===== config.mk =====
export PLATFORM = sky130hd
export DESIGN_NAME = load_store_unit
export DESIGN_NICKNAME = d
export VERILOG_FILES = /design/src/rtl/load_store_unit.sv
export SDC_FILE = /design/constraint.sdc
export NUM_CORES = 1
export LEC_CHECK = 0
export ABC_AREA = 1
export ABC_CLOCK_PERIOD_IN_PS = 2200
export CORE_MARGIN = 1
export CORE_UTILIZATION = 46
export CTS_CLUSTER_DIAMETER = 120
export CTS_CLUSTER_SIZE = 24
export DETAILED_ROUTE_END_ITERATION = 10
export GPL_ROUTABILITY_DRIVEN = 0
export HOLD_SLACK_MARGIN = 0.03
export PLACE_DENSITY = 0.78
export SKIP_CTS_REPAIR_TIMING = 1
export SYNTH_ARGS = -nofsm -noshare
export SYNTH_HDL_FRONTEND = slang
export SYNTH_SLANG_ARGS = --single-unit

===== constraint.sdc =====
create_clock -name clk -period 2.2 [get_ports clk]
set_input_delay 0.44 -clock clk [delete_from_list [all_inputs] [get_ports clk]]
set_output_delay 0.44 -clock clk [all_outputs]
set_load 0.02 [all_outputs]

===== src/rtl/load_store_unit.sv =====
// Load/store controller in front of a level-sensitive byte memory: checks alignment,
// opens exactly one stable enable window per access and returns a registered response.
module load_store_unit #(
    parameter int MEM_WAIT = 1,
    parameter int CNT_W    = 16
) (
    input  logic             clk,
    input  logic             rst_n,
    input  logic             req_valid,
    output logic             req_ready,
    input  logic             req_write,
    input  logic [1:0]       req_size,
    input  logic             req_signed,
    input  logic [7:0]       req_addr,
    input  logic [31:0]      req_wdata,
    output logic             resp_valid,
    input  logic             resp_ready,
    output logic [31:0]      resp_rdata,
    output logic             resp_error,
    output logic             mem_enable,
    output logic             mem_read_write,
    output logic [1:0]       mem_size,
    output logic             mem_sign_extend,
    output logic [7:0]       mem_address,
    output logic [31:0]      mem_data_in,
    input  logic [31:0]      mem_data_out,
    output logic [CNT_W-1:0] load_count,
    output logic [CNT_W-1:0] store_count,
    output logic [CNT_W-1:0] error_count
);

    typedef enum logic [1:0] {
        S_IDLE   = 2'd0,
        S_ACCESS = 2'd1,
        S_RESP   = 2'd2
    } state_t;

    localparam int                WAIT_W    = (MEM_WAIT > 1) ? $clog2(MEM_WAIT) : 1;
    localparam logic [WAIT_W-1:0] WAIT_LOAD = WAIT_W'(MEM_WAIT - 1);

    state_t            r_state;
    state_t            w_next_state;
    logic              w_req_ready;
    logic              w_resp_valid;
    logic              w_accept;
    logic              w_misaligned;
    logic              w_enter_resp;
    logic              w_next_access;

    logic              r_write;
    logic [1:0]        r_size;
    logic              r_signed;
    logic [7:0]        r_addr;
    logic [31:0]       r_wdata;
    logic [WAIT_W-1:0] r_wait;
    logic [31:0]       r_rdata;
    logic              r_error;
    logic              r_mem_enable;
    logic              r_mem_rw;
    logic [CNT_W-1:0]  r_load_count;
    logic [CNT_W-1:0]  r_store_count;
    logic [CNT_W-1:0]  r_error_count;

    assign w_misaligned = (req_size == 2'b11)
                        | ((req_size == 2'b01) & req_addr[0])
                        | ((req_size == 2'b10) & (|req_addr[1:0]));

    always_comb begin
        w_next_state = r_state;
        w_req_ready  = 1'b0;
        w_resp_valid = 1'b0;
        unique case (r_state)
            S_IDLE: begin
                w_req_ready = 1'b1;
                if (req_valid) w_next_state = w_misaligned ? S_RESP : S_ACCESS;
            end
            S_ACCESS: begin
                if (r_wait == '0) w_next_state = S_RESP;
            end
            S_RESP: begin
                w_resp_valid = 1'b1;
                if (resp_ready) w_next_state = S_IDLE;
            end
            default: w_next_state = S_IDLE;
        endcase
    end

    assign w_accept      = req_valid & w_req_ready;
    assign w_enter_resp  = (r_state != S_RESP) && (w_next_state == S_RESP);
    assign w_next_access = (w_next_state == S_ACCESS);

    always_ff @(posedge clk or negedge rst_n) begin
        if (!rst_n) r_state <= S_IDLE;
        else        r_state <= w_next_state;
    end

    // NOTE: every register here uses <= so all updates see the same pre-edge values;
    // mixing in blocking assignments would make results depend on statement order.
    always_ff @(posedge clk or negedge rst_n) begin
        if (!rst_n) begin
            r_write       <= 1'b0;
            r_size        <= 2'b00;
            r_signed      <= 1'b0;
            r_addr        <= '0;
            r_wdata       <= '0;
            r_wait        <= '0;
            r_rdata       <= '0;
            r_error       <= 1'b0;
            r_mem_enable  <= 1'b0;
            r_mem_rw      <= 1'b0;
            r_load_count  <= '0;
            r_store_count <= '0;
            r_error_count <= '0;
        end else begin
            // Enable/write strobes come straight from flops so they cannot glitch.
            r_mem_enable <= w_next_access;
            r_mem_rw     <= w_next_access & (w_accept ? req_write : r_write);

            if (w_accept) begin
                r_write  <= req_write;
                r_size   <= req_size;
                r_signed <= req_signed;
                r_addr   <= req_addr;
                r_wdata  <= req_wdata;
                r_wait   <= WAIT_LOAD;
                r_rdata  <= '0;
                r_error  <= w_misaligned;
            end else if (r_state == S_ACCESS) begin
                if (r_wait == '0) begin
                    if (!r_write) r_rdata <= mem_data_out;
                end else begin
                    r_wait <= r_wait - WAIT_W'(1);
                end
            end

            if (w_enter_resp) begin
                if (w_accept) begin
                    if (r_error_count != '1) r_error_count <= r_error_count + CNT_W'(1);
                end else if (r_write) begin
                    if (r_store_count != '1) r_store_count <= r_store_count + CNT_W'(1);
                end else begin
                    if (r_load_count != '1) r_load_count <= r_load_count + CNT_W'(1);
                end
            end
        end
    end

    assign req_ready       = w_req_ready;
    assign resp_valid      = w_resp_valid;
    assign resp_rdata      = r_rdata;
    assign resp_error      = r_error;
    assign mem_enable      = r_mem_enable;
    assign mem_read_write  = r_mem_rw;
    assign mem_size        = r_size;
    assign mem_sign_extend = r_signed;
    assign mem_address     = r_addr;
    assign mem_data_in     = r_wdata;
    assign load_count      = r_load_count;
    assign store_count     = r_store_count;
    assign error_count     = r_error_count;

endmodule


==> impl_results.md <==
* Status: finished clean
* Starting Density at 0.4783
* Final non-filler cell area at around 9000 µm²
* Peak VDD IR at 0.0006480 V
* Depth of the CTS H-tree at 4
* Fill cell total of the finished layout at 1020
* Critical Path Start Type: register
* Switching power share of the total at 0.3294
* Cell chain of the critical path: inv_1, nand2_1, inv_1, clkdlybuf4s50_1
* Final Hold Violating Endpoints at 0
* Cell count after placement at around 1100
* Routed length per placed instance at 13.49 µm
* Number of global-route vias before repair at 5290
* Number of input and output port buffers inserted at 207
* Final HPWL from detailed placement at 11.06 mm
* Global-route wire length before repair at 25.73 mm
* Max-slew headroom at the worst pin at 0.4948
* Maximum clock rate at 473.0 MHz
* CP Capture Type: primary output
* CTS sink cnt at 129
* Yosys Warn Count at 0
* Wire length after detailed routing at 15.80 mm
* Final std cells w/o fill at roughly 1200
* Layout area overhead at 47.08%
* Post-synthesis instance total at a little under 800
* Antenna violations before repair at 1
* Cell repeated most along the worst path: sky130_fd_sc_hd__inv_1
* Share of cells above drive strength 1 at 0.06306
* Die area at roughly 14000 µm²
* Antenna Nets Post-Route at 0
* Setup-violating endpoint count in the final report at 0
* Setup slack of the critical path after layout at 0.08562 ns
* Length of the first detailed-routing pass in iterations at 4
* Library cells used by synthesis at 31
* Number of nets produced by synthesis at 858
* Number of buffers added by the clock tree synthesis step at 17
* Count of boundary I/O pins at ~210
* Synth async-reset ratio at 1.000
* Yosys reg bits at 129
* Number of slew-limit violations in the final report at 0
* Clock network power share at 0.317
* Clock Tree Buf Depth at 2
* Aggregate negative setup slack at 0 ns
* Maximum single-stage delay on the critical path at between 0.6 and 0.7 ns
* Vias per inst at 4.823
* Core occupancy in the finished layout at 0.7035
* Sequential area share after synthesis at 0.5284
* Post-Place Worst Slack at 0.2589 ns
* Leakage power total at 4.278 nW
* Flop pwr share at 0.359
* Most common cell after layout, fill and taps aside: sky130_fd_sc_hd__nand2_1
* Switching pwr at between 2 and 3 mW
* Placeable Area at between 10000 and 15000 µm²
* Pin count of the biggest net entering global routing at 76
* Maxcap violations at 0
* CTS tree: yes
* Leading cell types by total area after synthesis: sky130_fd_sc_hd__dfrtp_1 (53%), sky130_fd_sc_hd__nand2_1 (24%), sky130_fd_sc_hd__nand3_1 (5.3%), sky130_fd_sc_hd__nor2_1 (2.8%), sky130_fd_sc_hd__inv_1 (2.5%)
* Placement row count at just over 40
* Final worst clock skew at about 0.011 ns
* Crit Path Max Fanout at 3
* Minimum period implied by the final worst setup slack at roughly 2.1 ns
* Cell area after technology mapping at between 6000 and 7000 µm²
* EDFF count, synth at 0
* Highest-count cells in the layout ignoring fill and taps: sky130_fd_sc_hd__nand2_1 (385), sky130_fd_sc_hd__clkdlybuf4s50_1 (206), sky130_fd_sc_hd__dfrtp_1 (129), sky130_fd_sc_hd__nand3_1 (65), sky130_fd_sc_hd__nor2_1 (45)
* Data required time of the critical path at roughly 1.8 ns
* Final routed DRC violation total at 0
* Internal cell power at 6.108 mW
* Power density over cell area at ~1000 nW/µm²
* Critical path start-end classification: reg -> out
* Ant. Diodes at 0
* Crit path arrival time at between 1.5 and 2 ns
* CTS clk-pin slew, worst paths at 0.06 ns
* Fraction of the cycle the final worst path needs at 0.9611
* Unrepaired setup endpoints after global routing: false
* Average cell area after synthesis at 7.883 µm²
* Top cell type by total area after synthesis: sky130_fd_sc_hd__dfrtp_1
* Count of routing violations after the opening detailed-route iteration at 302
* Width of the chip at 117.2 µm
* Worst hold-check path type: in -> async
* Placed inst area at ~8400 µm²
* Prevailing post-synth register cell: sky130_fd_sc_hd__dfrtp_1
* Cell with the biggest individual delay on the critical path: sky130_fd_sc_hd__clkdlybuf4s50_1
* Top cell type's share of synthesized area at 0.5284
* Clock insertion delay at the later pin of the skew report at 0.42 ns
* Transition time of the tightest slew-check pin at approximately 0.76 ns
* Overall via count from detail_route at 5648
* Comb power frac at 0.324
* Overflow left after global routing at 0
* Total Routing Usage GR at 0.2476
* Die height at 117.2 µm
* Root buf cell: sky130_fd_sc_hd__clkbuf_16
* Post-layout net count at between 1000 and 1500
==> critical path: cells and delay by family (launching register included) <==
| kind | cells | cell delay, ns |
|---|---|---|
| buffers and inverters | 3 | 0.78 |
| AND/OR/NAND/NOR | 1 | 0.09 |
| flip-flops | 1 | 0.39 |
==> metrics by stage <==
step	hold slack (ns)	total power, mW
after detailed placement	0.2740	6.258
after CTS	-0.1785	9.190
after global routing	0.3871	9.588
after floorplan	0.1444	4.707
after global placement	0.2736	6.221
final	0.3909	9.108
==> metal layers <==
layer | vias up | GRT usage | wire length, µm
li1 | 2834 | - | -
met1 | 2634 | 0.3032 | 6738
met2 | 148 | 0.4094 | 7830
met3 | 30 | 0.07209 | 869
met4 | 2 | 0.1030 | 344
met5 | - | 0 | 13
==> cells in the mapped netlist, types with 4 or more instances <==
cell type and n:
sky130_fd_sc_hd__buf_2 6, sky130_fd_sc_hd__clkbuf_1 14, sky130_fd_sc_hd__dfrtp_1 129, sky130_fd_sc_hd__inv_1 40
sky130_fd_sc_hd__inv_2 4, sky130_fd_sc_hd__nand2_1 385, sky130_fd_sc_hd__nand3_1 65, sky130_fd_sc_hd__nand4_1 9
sky130_fd_sc_hd__nor2_1 45, sky130_fd_sc_hd__o21ai_0 14, sky130_fd_sc_hd__xnor2_1 9, sky130_fd_sc_hd__xor2_1 17
==> state kept, by name (all words and copies together) (netlist names) <==
name,flops
mem_size,2
error_count,16
mem_sign_extend,1
mem_enable,1
r_write,1
mem_address,8
resp_error,1
mem_data_in,32
r_state,2
mem_read_write,1
store_count,16
load_count,16
resp_rdata,32
==> area by class of cell <==
| class | count | area, µm² | area share |
|---|---|---|---|
| tap | 172 | 215.2 | 0.02395 |
| clock buffer | 23 | 478.0 | 0.05319 |
| inverter | 44 | 165.2 | 0.01838 |
| clock inverter | 9 | 130.1 | 0.01448 |
| sequential | 129 | 3228 | 0.3592 |
| multi-input combinational | 576 | 2590 | 0.2882 |
| timing repair buffer | 218 | 2180 | 0.2426 |
==> final timing paths <==
kind | from | endpoint | slack [ns] | cells past startpoint
worst min-delay path | rst_n | resp_rdata[15] | 0.39 | 2
worst min register to register | mem_data_in[29] | mem_data_in[29] | 0.47 | 2
min in group clk | mem_data_in[29] | mem_data_in[29] | 0.47 | 2
worst max-delay path | r_state[0] | req_ready | 0.09 | 4
worst max register to register | r_state[0] | resp_rdata[29] | 0.47 | 6
max in group asynchronous | rst_n | resp_error | 1.19 | 3
==> power groups by stage <==
stage,clock (mW),combinational [mW],sequential (mW)
after floorplan,0,0.797,3.91
after global placement,0,2.94,3.28
after detailed placement,0,2.97,3.29
after CTS,2.93,2.98,3.28
after global routing,3.04,3.19,3.35
final,2.89,2.95,3.27
==> cell families after synthesis <==
logic type / after synthesis / share of synthesized area
xor+xnor: 26 / 0.03727
compound gates: 22 / 0.02294
flops: 129 / 0.5284
simple gates: 525 / 0.3567
buf+inv: 70 / 0.04853
fa+ha+maj: 3 / 0.006144
No activity file was read; power rests on OpenSTA's default activity.
